[src/rtl/round_robin_arbiter.sv]
// N-way round-robin arbiter. Combinational grant from the current requests;
// only the rotating priority pointer is registered.
module round_robin_arbiter #(
    parameter int NUM_REQ = 4
) (
    input  logic               clk_i,
    input  logic               rst_i,
    input  logic               allow_i,
    input  logic [NUM_REQ-1:0] req_i,
    output logic [NUM_REQ-1:0] gnt_o,
    output logic               gnt_found_o
);

    localparam int PTR_W = (NUM_REQ > 1) ? $clog2(NUM_REQ) : 1;
    localparam logic [PTR_W-1:0] LAST_IDX = PTR_W'(NUM_REQ - 1);

    logic [PTR_W-1:0]   ptr_q;
    logic [PTR_W-1:0]   ptr_d;
    logic [NUM_REQ-1:0] thermoMask;
    logic [NUM_REQ-1:0] maskedReq;
    logic [PTR_W-1:0]   maskedIdx;
    logic [PTR_W-1:0]   rawIdx;
    logic [PTR_W-1:0]   gntIdx;
    logic               maskedAny;
    logic               rawAny;
    logic               grantValid;

    // Bits at or above the pointer keep their request; the rest wait for the wrap.
    always_comb begin
        thermoMask = '0;
        for (int i = 0; i < NUM_REQ; i++) begin
            thermoMask[i] = (PTR_W'(i) >= ptr_q);
        end
        maskedReq = req_i & thermoMask;
    end

    always_comb begin
        maskedIdx = '0;
        rawIdx    = '0;
        for (int i = NUM_REQ - 1; i >= 0; i--) begin
            if (maskedReq[i]) begin
                maskedIdx = PTR_W'(i);
            end
            if (req_i[i]) begin
                rawIdx = PTR_W'(i);
            end
        end
        maskedAny = |maskedReq;
        rawAny    = |req_i;
        gntIdx    = maskedAny ? maskedIdx : rawIdx;
    end

    // Reset and allow gate the grant without touching the encoder.
    always_comb begin
        grantValid  = !rst_i && allow_i && rawAny;
        gnt_o       = '0;
        gnt_found_o = grantValid;
        ptr_d       = ptr_q;
        if (grantValid) begin
            gnt_o[gntIdx] = 1'b1;
            ptr_d         = (gntIdx == LAST_IDX) ? '0 : gntIdx + 1'b1;
        end
    end

    always_ff @(posedge clk_i) begin
        if (rst_i) begin
            ptr_q <= '0;
        end else begin
            ptr_q <= ptr_d;
        end
    end

endmodule

[config.mk]
export PLATFORM = sky130hd
export DESIGN_NAME = round_robin_arbiter
export DESIGN_NICKNAME = d
export VERILOG_FILES = /design/src/rtl/round_robin_arbiter.sv
export SDC_FILE = /design/constraint.sdc
export NUM_CORES = 1
export LEC_CHECK = 0
export CAP_MARGIN = 20
export CORE_AREA = 2 2 39 41
export CTS_CLUSTER_DIAMETER = 150
export CTS_CLUSTER_SIZE = 40
export DETAILED_ROUTE_END_ITERATION = 6
export DIE_AREA = 0 0 41 43
export PLACE_DENSITY = 0.46
export SYNTH_ARGS = -nofsm -noshare
export SYNTH_HDL_FRONTEND = slang
export SYNTH_SLANG_ARGS = --single-unit
[constraint.sdc]
create_clock -name clk_i -period 4.8 [get_ports clk_i]
set_input_delay 0.96 -clock clk_i [delete_from_list [all_inputs] [get_ports clk_i]]
set_output_delay 0.96 -clock clk_i [all_outputs]
set_load 0.005 [all_outputs]
==> results.md <==
* Wirelength per Cell at about 9.3 µm
* Largest area contributor in the netlist: ha_1
* Worst vdd ir at 0.0890 mV
* Sequential element share of the synthesized area at 0.157
* Cts hold-fix bufs at 0
* Max_cap viols at 0
* First-pass GRT wire length at around 860 µm
* H-tree levels at 1
* Hold Crit Start: ptr_q[1]
* Pint at 0.0000621 W
* Max reg flops at 2
* Worst reg2reg path depth at 6
* Drt first-iter violations at 1
* Initial Utilization at 0.184
* Status: completed
* Post-layout minimum cycle time at between 3 and 4 ns
* Clk_skew at around 0.0026 ns
* Syn_area_per_cell at roughly 8.0 µm²
* Nets at around 60
* Data required, critical path at approximately 3.8 ns
* Post-Syn Nets at between 40 and 50
* Fraction of layout cells with a size suffix above 1 at 0.130
* Critical path class: in -> out
* Pwr dens at ~210 nW/µm²
* Startpoint Class: input port
* Final Non-Filler Cells at slightly above 60
* Switching portion of total power at 0.287
* Final setup TNS at 0 ns
* Number of cells on the worst hold path at 2
* Seq pwr share at 0.235
* # IOs at 12
* Synth Instances at 32
* Routed Antenna Nets at 0
* CTS Buffer Depth at 2
* Vias after detailed routing at roughly 280
* Final WL at 575 µm
* Combinational group share of total power at 0.347
* Clk sink count at 2
* Slew HR at 0.780
* Root Buffer: clkbuf_4
* CTS tree: yes
* Gpl congestion at slightly below 0.7
* Most common cell after layout, fill and taps aside: clkdlybuf4s50_1
* Resized cells post-CTS at 0
* # fillers at 148
* R2R setup slack at roughly 3.3 ns
* Clock Pin Slew Worst Setup and Hold Paths at roughly 0.030 ns
* Fin crit share at 0.799
* Highest-delay cell along the critical path: clkdlybuf4s50_1
* Placed insts at 59
* Most flops, register: ptr_q
* Sw power at around 0.000025 W
* Grt ovf at 0
* Cell row count at 14
* Post-synthesis cell type count at 15
* Synth-to-Final Area Change at 59.8%
* Placed wire-length estimate at 460 µm
* Max-slew violation count at 0
* Post-DR vias/cell at ~4.4
* Vias in the first global route at around 220
* GR Util All Layers at 0.0741
* Initial antenna violation count at 0
* Top post-synthesis cells by area: ha_1 (20%), dfxtp_1 (16%), and2_1 (9.8%)
* #FFs+latches synth at 2
* Least-Margin Pin Slew at between 0.3 and 0.4 ns
* RR Endpoint: ptr_q[1]
* Worst r2r src: ptr_q[1]
* Port-buffer cells at 11
* Postcts setup bufs at 0
* Antenna Cells at 0
* CP max stage delay at a little over 0.5 ns
* Max FO, Critical Path at 6
* CP dominant cell by count: clkdlybuf4s50_1
* Hold Violations, Final at 0
* Cell Area, Synth at ~260 µm²
* Setup-failing EPs final at 0
* P_leak at 0.166 nW
* Top flop regs: ptr_q (2)
* Clock power frac at 0.418
* Core area at approximately 1400 µm²
* Worst setup path start: req_i[0]
* Largest net degree at the start of global routing at 7
* Die area at 1760 µm²
* Num CTS Buffers at 3
* DRC at 0
* DR pass1 iterations at 2
* Hold Path End: ptr_q[1]
* Ys Warns at 0
* Clock latency on the worst-skew pair at around 0.22 ns
* Worst hold path type: reg -> reg
* Die height at around 43 µm
* DIE WIDTH at around 41 µm
* Fmax at about 260 MHz
* Unrepaired setup endpoints after global routing: no
* Synth top area share at 0.196
* Worst path arrival time at between 2 and 3 ns
* Commonest cells after routing, fill and taps aside: clkdlybuf4s50_1 (11), nor2_1 (4), a21oi_1 (4), and2_1 (4), ha_1 (4)
* Worst setup EP type: output port
* Crit path cell chain: clkdlybuf4s50_1 -> mux2i_1 -> nor2_1 -> nor3_2 -> inv_1 -> ha_1 -> and2_1 -> clkdlybuf4s50_1
==> critical path: cells and delay by family <==
| family | cells | cell delay, ns |
|---|---|---|
| adders and majority gates | 1 | 0.20 |
| buffers and inverters | 3 | 1.05 |
| muxes | 1 | 0.17 |
| and+or+nand+nor | 3 | 0.49 |
==> stage by stage <==
stage | instance area [µm²] | setup WS (ns) | utilization | hold WS (ns) | power, W
3_5_place_dp | 385 | 0.938 | 0.278 | 0.528 | 0.0000513
5_1_grt | 408 | 0.800 | 0.295 | 0.575 | 0.0000961
3_3_place_gp | 385 | 0.943 | 0.278 | 0.542 | 0.0000521
2_1_floorplan | 255 | 2.04 | - | 0.488 | 0.0000368
6_report | 408 | 0.963 | 0.295 | 0.527 | 0.0000872
4_1_cts | 408 | 0.934 | 0.295 | 0.532 | 0.0000902
==> layer usage <==
| metal | GRT usage | part of all wire | vias up |
|---|---|---|---|
| met4 | 0.0400 | 0 | 0 |
| met5 | 0 | 0 | - |
| met2 | 0.103 | 0.47 | 6 |
| met3 | 0.0471 | 0.073 | 0 |
| li1 | - | - | 139 |
| met1 | 0.0831 | 0.46 | 130 |
==> worst max-delay path by stage <==
stage | to | cells after the start | slack (ns)
CTS | gnt_o[2] | 8 | 0.93
finish | gnt_o[2] | 8 | 0.96
floorplan | gnt_o[0] | 6 | 2.04
detailed placement | gnt_o[2] | 8 | 0.94
global placement | gnt_o[1] | 8 | 0.94
global route | gnt_o[0] | 8 | 0.80
==> cell families (layout without fill, tap and decap cells) <==
family                     after synthesis  in the layout  share of synthesized area
adders and majority gates                4              4                      0.196
muxes                                    1              1                     0.0392
DFF                                      2              2                      0.157
buffers and inverters                    3             17                     0.0441
and+or+nand+nor                         13             13                      0.265
AOI/OAI and AO/OA                        9              9                      0.299
==> cell usage after synthesis <==
master,number
a21oi_1,4
and2_1,4
ha_1,4
nor2_1,4
inv_1,3
nand2_1,3
dfxtp_1,2
a211oi_2,1
mux2i_1,1
nand2b_1,1
nor3_2,1
o21a_1,1
o22a_1,1
o41a_1,1
o41ai_2,1
==> final cells by class <==
type | count | area [µm²] | share of cell area
timing repair buffer | 11 | 110 | 0.270
tap | 16 | 20.0 | 0.0491
clock buffer | 3 | 22.5 | 0.0552
multi-input combinational | 27 | 204 | 0.500
inverter | 3 | 11.3 | 0.0276
sequential | 2 | 40.0 | 0.0982
==> power by group through the flow <==
stage	registers [W]	clock network [W]	logic, W
3_3_place_gp	0.0000209	0	0.0000313
5_1_grt	0.0000210	0.0000410	0.0000340
4_1_cts	0.0000205	0.0000390	0.0000307
2_1_floorplan	0.0000203	0	0.0000165
3_5_place_dp	0.0000207	0	0.0000306
6_report	0.0000205	0.0000364	0.0000303
Note: power is estimated with default switching activity, not from simulation.
